**src/rtl/graphics_pkg.sv**
```systemverilog
// Shared types and defaults for the sprite drawing path.
package graphics_pkg;

    localparam int FRAME_WIDTH_DEFAULT  = 640;
    localparam int FRAME_HEIGHT_DEFAULT = 400;

    typedef enum logic [1:0] {
        BPP_1     = 2'd0,
        BPP_2     = 2'd1,
        BPP_4     = 2'd2,
        BPP_4_ALT = 2'd3
    } bpp_mode_t;

    typedef logic [1:0] sprite_state_t;

    localparam sprite_state_t ST_IDLE  = 2'd0;
    localparam sprite_state_t ST_FETCH = 2'd1;
    localparam sprite_state_t ST_DRAW  = 2'd2;
    localparam sprite_state_t ST_DONE  = 2'd3;

    function automatic logic [3:0] fields_per_byte(input bpp_mode_t mode);
        case (mode)
            BPP_1:   return 4'd8;
            BPP_2:   return 4'd4;
            default: return 4'd2;
        endcase
    endfunction

endpackage

```
**src/rtl/sprite_pixel_unpacker.sv**
```systemverilog
// Splits a packed pixel byte into 1/2/4-bit fields, least-significant field first.
module sprite_pixel_unpacker
    import graphics_pkg::*;
(
    input  logic       clock_in,
    input  logic       reset_in,
    input  logic       load,
    input  logic [7:0] byte_data,
    input  bpp_mode_t  bpp_mode,
    input  logic       step,
    output logic [3:0] field,
    output logic       last_field
);

    logic [7:0] shift_reg;
    logic [3:0] fields_left;

    always_ff @(posedge clock_in or posedge reset_in) begin
        if (reset_in) begin
            shift_reg   <= 8'd0;
            fields_left <= 4'd0;
        end else if (load) begin
            shift_reg   <= byte_data;
            fields_left <= fields_per_byte(bpp_mode);
        end else if (step && fields_left != 4'd0) begin
            case (bpp_mode)
                BPP_1:   shift_reg <= shift_reg >> 1;
                BPP_2:   shift_reg <= shift_reg >> 2;
                default: shift_reg <= shift_reg >> 4;
            endcase
            fields_left <= fields_left - 4'd1;
        end
    end

    always_comb begin
        case (bpp_mode)
            BPP_1:   field = {3'd0, shift_reg[0]};
            BPP_2:   field = {2'd0, shift_reg[1:0]};
            default: field = shift_reg[3:0];
        endcase
    end

    assign last_field = (fields_left == 4'd1);

endmodule

```
**src/rtl/sprite_blitter.sv**
```systemverilog
// Draws a packed-index sprite into the frame buffer with clipping, transparency and backpressure.
//   state | meaning
//   IDLE  | waiting for start_in
//   FETCH | data_ready_out high, waiting for the next packed byte
//   DRAW  | one field per cycle; holds while a write is refused
//   DONE  | done_out pulse, back to IDLE
module sprite_blitter
    import graphics_pkg::*;
#(
    parameter  int FRAME_WIDTH  = FRAME_WIDTH_DEFAULT,
    parameter  int FRAME_HEIGHT = FRAME_HEIGHT_DEFAULT,
    parameter  int PIXEL_WIDTH  = 4,
    localparam int ADDR_WIDTH   = $clog2(FRAME_WIDTH * FRAME_HEIGHT)
) (
    input  logic                   clock_in,
    input  logic                   reset_in,
    input  logic                   enable_in,
    input  logic                   start_in,
    input  logic [9:0]             x_position_in,
    input  logic [9:0]             y_position_in,
    input  logic [9:0]             width_in,
    input  logic [9:0]             height_in,
    input  logic [1:0]             bpp_mode_in,
    input  logic [PIXEL_WIDTH-1:0] color_palette_offset_in,
    input  logic                   transparent_enable_in,
    input  logic                   data_valid_in,
    output logic                   data_ready_out,
    input  logic [7:0]             data_in,
    output logic                   pixel_write_enable_out,
    input  logic                   pixel_write_ready_in,
    output logic [ADDR_WIDTH-1:0]  pixel_write_address_out,
    output logic [PIXEL_WIDTH-1:0] pixel_write_data_out,
    output logic                   busy_out,
    output logic                   done_out
);

    sprite_state_t          state;
    logic [9:0]             x_pos, y_pos, width, height, rx, ry, ry_next;
    bpp_mode_t              bpp;
    logic [PIXEL_WIDTH-1:0] offset;
    logic                   transparent;

    logic [3:0]             field;
    logic                   last_field;
    logic                   out_free, draw_step, byte_load, row_end, in_frame, write_ok;
    logic [10:0]            x_abs, y_abs;
    logic [ADDR_WIDTH-1:0]  pixel_address;
    logic [PIXEL_WIDTH-1:0] pixel_value;

    assign data_ready_out = (state == ST_FETCH);
    assign busy_out       = (state != ST_IDLE);

    // The output register is free once nothing is pending or the pending write is taken this edge.
    assign out_free  = !pixel_write_enable_out || pixel_write_ready_in;
    assign byte_load = enable_in && (state == ST_FETCH) && data_valid_in;
    assign draw_step = enable_in && (state == ST_DRAW) && (ry != height) && out_free;

    assign x_abs         = {1'b0, x_pos} + {1'b0, rx};
    assign y_abs         = {1'b0, y_pos} + {1'b0, ry};
    assign in_frame      = (x_abs < 11'(FRAME_WIDTH)) && (y_abs < 11'(FRAME_HEIGHT));
    assign write_ok      = in_frame && !(transparent && field == 4'd0);
    assign pixel_address = ADDR_WIDTH'(y_abs) * ADDR_WIDTH'(FRAME_WIDTH) + ADDR_WIDTH'(x_abs);
    assign pixel_value   = PIXEL_WIDTH'(field) + offset;
    assign row_end       = (rx == width - 10'd1);
    assign ry_next       = row_end ? ry + 10'd1 : ry;

    sprite_pixel_unpacker u_unpacker (
        .clock_in   (clock_in),
        .reset_in   (reset_in),
        .load       (byte_load),
        .byte_data  (data_in),
        .bpp_mode   (bpp),
        .step       (draw_step),
        .field      (field),
        .last_field (last_field)
    );

    always_ff @(posedge clock_in or posedge reset_in) begin
        if (reset_in) begin
            state                   <= ST_IDLE;
            x_pos                   <= 10'd0;
            y_pos                   <= 10'd0;
            width                   <= 10'd0;
            height                  <= 10'd0;
            bpp                     <= BPP_1;
            offset                  <= '0;
            transparent             <= 1'b0;
            rx                      <= 10'd0;
            ry                      <= 10'd0;
            pixel_write_enable_out  <= 1'b0;
            pixel_write_address_out <= '0;
            pixel_write_data_out    <= '0;
            done_out                <= 1'b0;
        end else if (!enable_in) begin
            state                   <= ST_IDLE;
            pixel_write_enable_out  <= 1'b0;
            pixel_write_address_out <= '0;
            pixel_write_data_out    <= '0;
            done_out                <= 1'b0;
        end else begin
            done_out <= 1'b0;
            if (pixel_write_enable_out && pixel_write_ready_in)
                pixel_write_enable_out <= 1'b0;
            case (state)
                ST_IDLE: if (start_in) begin
                    x_pos       <= x_position_in;
                    y_pos       <= y_position_in;
                    width       <= width_in;
                    height      <= height_in;
                    bpp         <= bpp_mode_t'(bpp_mode_in);
                    offset      <= color_palette_offset_in;
                    transparent <= transparent_enable_in;
                    rx          <= 10'd0;
                    ry          <= 10'd0;
                    if (width_in == 10'd0 || height_in == 10'd0) begin
                        state    <= ST_DONE;
                        done_out <= 1'b1;
                    end else begin
                        state <= ST_FETCH;
                    end
                end
                ST_FETCH: if (data_valid_in) state <= ST_DRAW;
                ST_DRAW: begin
                    if (ry == height) begin
                        // Sprite complete; wait for the last write to be taken before signalling.
                        if (out_free) begin
                            done_out <= 1'b1;
                            state    <= ST_DONE;
                        end
                    end else if (out_free) begin
                        pixel_write_enable_out <= write_ok;
                        if (write_ok) begin
                            pixel_write_address_out <= pixel_address;
                            pixel_write_data_out    <= pixel_value;
                        end
                        rx <= row_end ? 10'd0 : rx + 10'd1;
                        ry <= ry_next;
                        if (ry_next != height && last_field)
                            state <= ST_FETCH;
                    end
                end
                default: state <= ST_IDLE;
            endcase
        end
    end

endmodule

```
**config.mk**
```make
export PLATFORM = sky130hd
export DESIGN_NAME = sprite_blitter
export DESIGN_NICKNAME = d
export VERILOG_FILES = /design/src/rtl/graphics_pkg.sv /design/src/rtl/sprite_pixel_unpacker.sv /design/src/rtl/sprite_blitter.sv
export SDC_FILE = /design/constraint.sdc
export NUM_CORES = 1
export LEC_CHECK = 0
export BUFFER_PORTS_ARGS = -buffer_cell sky130_fd_sc_hd__buf_4
export CAP_MARGIN = 20
export CORE_MARGIN = 2
export CORE_UTILIZATION = 55
export CTS_CLUSTER_DIAMETER = 60
export DETAILED_ROUTE_END_ITERATION = 8
export PLACE_DENSITY_LB_ADDON = 0.2
export SYNTH_ARGS = -nofsm -noshare
export SYNTH_HDL_FRONTEND = slang
export SYNTH_SLANG_ARGS = --single-unit
```
**constraint.sdc**
```tcl
create_clock -name clock_in -period 5.13 [get_ports clock_in]
set_clock_uncertainty 0.05 [all_clocks]
set_input_delay 1.026 -clock clock_in [delete_from_list [all_inputs] [get_ports clock_in]]
set_output_delay 1.026 -clock clock_in [all_outputs]
set_load 0.1 [all_outputs]
```
# Word level (Yosys, flattened, before mapping)
# Index checks and enable logic that the tools add are counted.
[word_totals]
out_inout_bits = 26
reg_bits = 105
in_bits = 61
[op_classes]
n_addsub = 8
n_eq_ne = 19
n_mux = 46
n_mul = 1
reduce_logical = 28
magnitude_cmp = 2
[ops]
columns = ["operator", "n"]
rows = [
  ["18-bit 2-to-1 mux", 5],
  ["10-bit 2-to-1 mux", 7],
  ["10-bit case mux with 2 select lines", 2],
  ["4-bit 2-to-1 mux", 7],
  ["10-bit by 10-bit adder with 11-bit output", 2],
  ["10-bit by 1-bit adder with 10-bit output (second input constant)", 2],
  ["10-bit == test", 2],
  ["10-bit logical NOT", 2],
  ["10-bit != test", 2],
  ["18-bit by 11-bit adder with 18-bit output", 1],
  ["2-bit 2-to-1 mux", 8],
  ["8-bit 2-to-1 mux", 2],
  ["4-bit case mux with 2 select lines", 2],
  ["7-bit case mux with 2 select lines", 1],
  ["1-bit logical AND", 11],
  ["11-bit by 10-bit < comparator with 1-bit output (second input constant)", 1],
  ["11-bit by 9-bit < comparator with 1-bit output (second input constant)", 1],
  ["11-bit by 3-bit multiplier with 11-bit output (second input constant)", 1],
  ["1-bit 2-to-1 mux", 10],
  ["10-bit by 1-bit subtractor with 10-bit output (second input constant)", 1],
  ["3-bit != test (second input constant)", 3],
  ["2-bit != test (second input constant)", 4],
  ["4-bit AND reduction", 2],
  ["2-bit by 1-bit != test with 1-bit output (second input constant)", 3],
  ["16 further kinds", 22],
]

# Depth between registers and ports, before layout
[depth]
depth_word = 11
ltp_mapped = 18
ltp_nobuf = 18

# Hierarchy
# From an unflattened synthesis, not the netlist that was laid out.
[unflattened]
cells_unflattened = 696
area_unflattened_um2 = 6957.9
[modules_own_cells]
columns = ["module", "cells_per_inst", "n_inst", "seq_area_each_um2", "area_per_inst_um2"]
rows = [
  ["sprite_blitter", 603, 1, 2327.2, 6129.6],
  ["sprite_pixel_unpacker", 93, 1, 300.3, 828.3],
]

# Worst setup path before layout
# Ideal clock, no wire load.
[synth_timing]
path_kind = "reg-to-reg"
start = "register ry[0]"
end = "register pixel_write_address_out[17]"
path_buffers = 0
path_stages_with_launch = 18
t_required_ps = 4948
setup_slack_ps = 1235
arrival_time_ps = 3713
cell_sequence = "dfrtp_1 > ha_1 > fa_1 > a21o_1 > a21oi_1 > xnor2_1 > and2_1 > or2_2 > fa_1 > nor2b_1 > o21a_1 > o21ai_1 > a211o_1 > o311ai_1 > nand3_1 > xnor3_1 > nand2_1 > o2bb2ai_1"
[synth_between]
elab_chain_len = 8
[synth_lines]
columns = ["item", "line", "source"]
rows = [
  ["start, declared", "sprite_blitter.sv:38", "logic [9:0] x_pos, y_pos, width, height, rx, ry, ry_next;"],
  ["start signal, assigned", "sprite_blitter.sv:137", "ry <= ry_next;"],
  ["10-bit by 10-bit adder with 11-bit output", "sprite_blitter.sv:59", "assign y_abs = {1'b0, y_pos} + {1'b0, ry};"],
  ["11-bit by 3-bit multiplier with 11-bit output", "sprite_blitter.sv:62", "assign pixel_address = ADDR_WIDTH'(y_abs) * ADDR_WIDTH'(FRAME_WIDTH) + ADDR_WIDTH'(x_abs);"],
  ["18-bit by 11-bit adder with 18-bit output", "sprite_blitter.sv:62", ""],
  ["18-bit 2-to-1 mux", "sprite_blitter.sv:132", "if (write_ok) begin"],
  ["18-bit 2-to-1 mux", "sprite_blitter.sv:130", "end else if (out_free) begin"],
  ["18-bit 2-to-1 mux", "sprite_blitter.sv:124", "if (ry == height) begin"],
  ["18-bit 2-to-1 mux", "sprite_blitter.sv:104", "case (state)"],
  ["18-bit 2-to-1 mux", "sprite_blitter.sv:94", "end else if (!enable_in) begin"],
  ["end signal, assigned", "sprite_blitter.sv:133", "pixel_write_address_out <= pixel_address;"],
  ["end, declared", "sprite_blitter.sv:31", "output logic [ADDR_WIDTH-1:0] pixel_write_address_out,"],
]
# Parallel ways exist; a longest one is shown, timed or not. The select of a mux whose other input is x is not followed.
# A chain may end at the register's enable or synchronous reset.

# Worst setup path in the final report
# Ends and elaborated chain as after synthesis.

==> flow_summary.toml <==
[run_status]
status = "finished clean"

[power]
p_leak_nw = 3.60
p_per_area_nw_per_um2 = 394
vdd_drop_max_mv = 0.413

[sta]
setup_viol = 0
hold_viol = 0
slew_headroom_pct = 40.7
max_freq_ghz = 0.226
rsz0062_at_grt = "false"
hold_slack_ns = 0.443
slew_viol_final = 0
fin_tns_setup_ns = 0
fin_crit_sh_pct = 86.2
worst_pin_slew_ns = 0.886
period_minus_slack_ns = 4.42

[place]
gp_congestion = 0.900
port_buffers = 86
dp_hpwl_um = 11100

[worst_hold_path]
hold_depth = 1
hp-class = "flop to flop"

[final_layout]
top_register = "pixel_write_address_out"
multi_input_area_um2 = 3930
nets = 874
area_growth_pct = 15.4
antennaDiodeCount = 0
largest_reg_flops = 18
fillerInstances = 966
drive_above_1_share_pct = 20.9
regArea_um2 = 2630

[yosys]
ys_async_sr_fraction_pct = 100
synth_cell_types = 59
yosys_warnings = 0
ys_seq_elements = 105
yosysSeqAreaShare_pct = 38.8
synthesis.nets = 800
synth-edff-count = 0
avgSynthCellArea_um2 = 9.79
synthCells = 692
synthFlopType = "dfrtp_1"
syn_area_um2 = 6770

[clock_network]
root_buffer = "clkbuf_16"
clock_sinks = 105
cts_hold_buf = 0
cts_made_buffers = 9
clock_latency_ns = 0.36
cts_buffer_depth = 2
cts_setup_buffers = 0
path_clk_slew_ns = 0.07
cts_tree = "built"
cts-resized-gates = 0
htree_levels = 3

[setup_path]
end_kind = "flop"
crit_path_start_kind = "flop"
path_class = "flop to flop"
path_max_fanout = 8
worstPathRequired_ns = 5.36
reg2reg_depth = 15
cp.arrival_ns = 4.65

[run]
max-cap-violations = 0

[floorplan]
dieArea_um2 = 13200
dieWidth_um = 115
start_util_pct = 56.4
ios = 87
die_h_um = 115
coreArea_um2 = 12000
row_count = 40

[detailed_routing]
wl_per_cell_um = 16.1
drtIter0Drc = 300
wl_um = 14800
first_pass_iters = 5
antenna_left = 0
drc_errors = 0
num_vias = 5332
viasPerCell = 5.81

[global_routing]
grt_pass1_wl_um = 24900
antenna_found_initial = 0
grt_max_degree = 63
grt_pass1_vias = 5236
overflow = 0
grt.total_usage_pct = 23.8
## cell families (layout without fill, tap and decap cells)
family          count (synthesis)  after routing  synth area share [%]
compound gates                161            161                  15.5
xor+xnor                       75             75                  9.90
fa+ha+maj                      47             47                  9.24
buf+inv                        59            138                  3.42
flops                         105            105                  38.8
mux                            52             52                  8.46
simple gates                  193            193                  14.7
## worst max-delay path, stage by stage, from the launching register on
cell and delay [ns]:
dfrtp_1 0.48, ha_1 0.26, fa_1 0.41, a21o_1 0.17, a21oi_1 0.27, xnor2_1 0.21, and2_1 0.19, or2_2 0.32
fa_1 0.47, xnor2_1 0.29, nor3b_1 0.31, and3_1 0.25, nand3_1 0.08, xnor3_1 0.38, nand2_1 0.05, o2bb2ai_1 0.14
## stage by stage
stage                     worst slack, ns  total power [mW]  cell area, um^2  util [%]  std cells
after CTS                           0.721              3.10             7810      65.0        917
after detailed placement            0.750              2.43             7530      62.7        901
after floorplan                      1.24              2.14             6770         -        692
after global routing                0.430              3.30             7820      65.1        918
after global placement              0.957              2.38             7530      62.7        901
final                               0.705              3.08             7820      65.1        918
## area by class of cell
type,count,share of cell area [%]
Tap cell,147,2.35
Clock inverter,3,0.192
Inverter,32,1.57
Clock buffer,13,3.33
Timing Repair Buffer,90,8.69
Sequential cell,105,33.6
Multi-Input combinational cell,528,50.3
## metal layers
layer | up-vias | part of all wire [%] | GRT usage (%)
met5 | - | 0 | 0
met4 | 0 | 1.7 | 6.91
met3 | 16 | 3.8 | 5.59
met2 | 107 | 51 | 39.9
met1 | 2601 | 44 | 30.9
li1 | 2608 | - | -
## worst paths after layout
path	start	endpoint	slack, ns
max in group asynchronous	reset_in	x_pos[4]	3.22
worst min-delay path	pixel_write_data_out[3]	pixel_write_data_out[3]	0.44
min in group asynchronous	reset_in	u_unpacker.shift_reg[1]	0.75
worst min register to register	pixel_write_data_out[3]	pixel_write_data_out[3]	0.44
worst max-delay path	ry[0]	pixel_write_address_out[17]	0.71
worst max register to register	ry[0]	pixel_write_address_out[17]	0.71
## cell usage after synthesis, drive strengths merged, types with 10 or more instances
cell type	n	share of area, %
nand2	36	2.0
mux2	42	7.0
o2bb2ai	22	2.8
ha	42	7.8
nand3	10	0.81
mux2i	10	1.5
xor2	25	3.2
a21oi	48	3.5
dfrtp	105	39
nor2b	11	1.0
a21o	11	1.2
nor2	63	3.5
nand4	12	1.1
xnor2	49	6.3
clkbuf	19	1.1
inv	32	1.8
and3	11	1.0
o21ai	40	3.0
## power breakdown
group          leakage, nW  internal, mW  total, mW  switching [mW]
Sequential            1.34         0.982       1.15           0.164
Combinational         2.13         0.597       1.28           0.679
Clock                0.139         0.354      0.657           0.303
## placed cells by master (no fill, tap or decap), types with 12 or more instances in the layout
cell type,instances
xor2_1,25
xnor2_1,49
nand2_1,36
ha_1,42
nor2_1,63
dfrtp_1,105
mux2_2,42
buf_4,89
o2bb2ai_1,22
a21oi_1,48
o21ai_0,33
nand4_1,12
inv_1,31
Power figures use the tool's default switching activity.
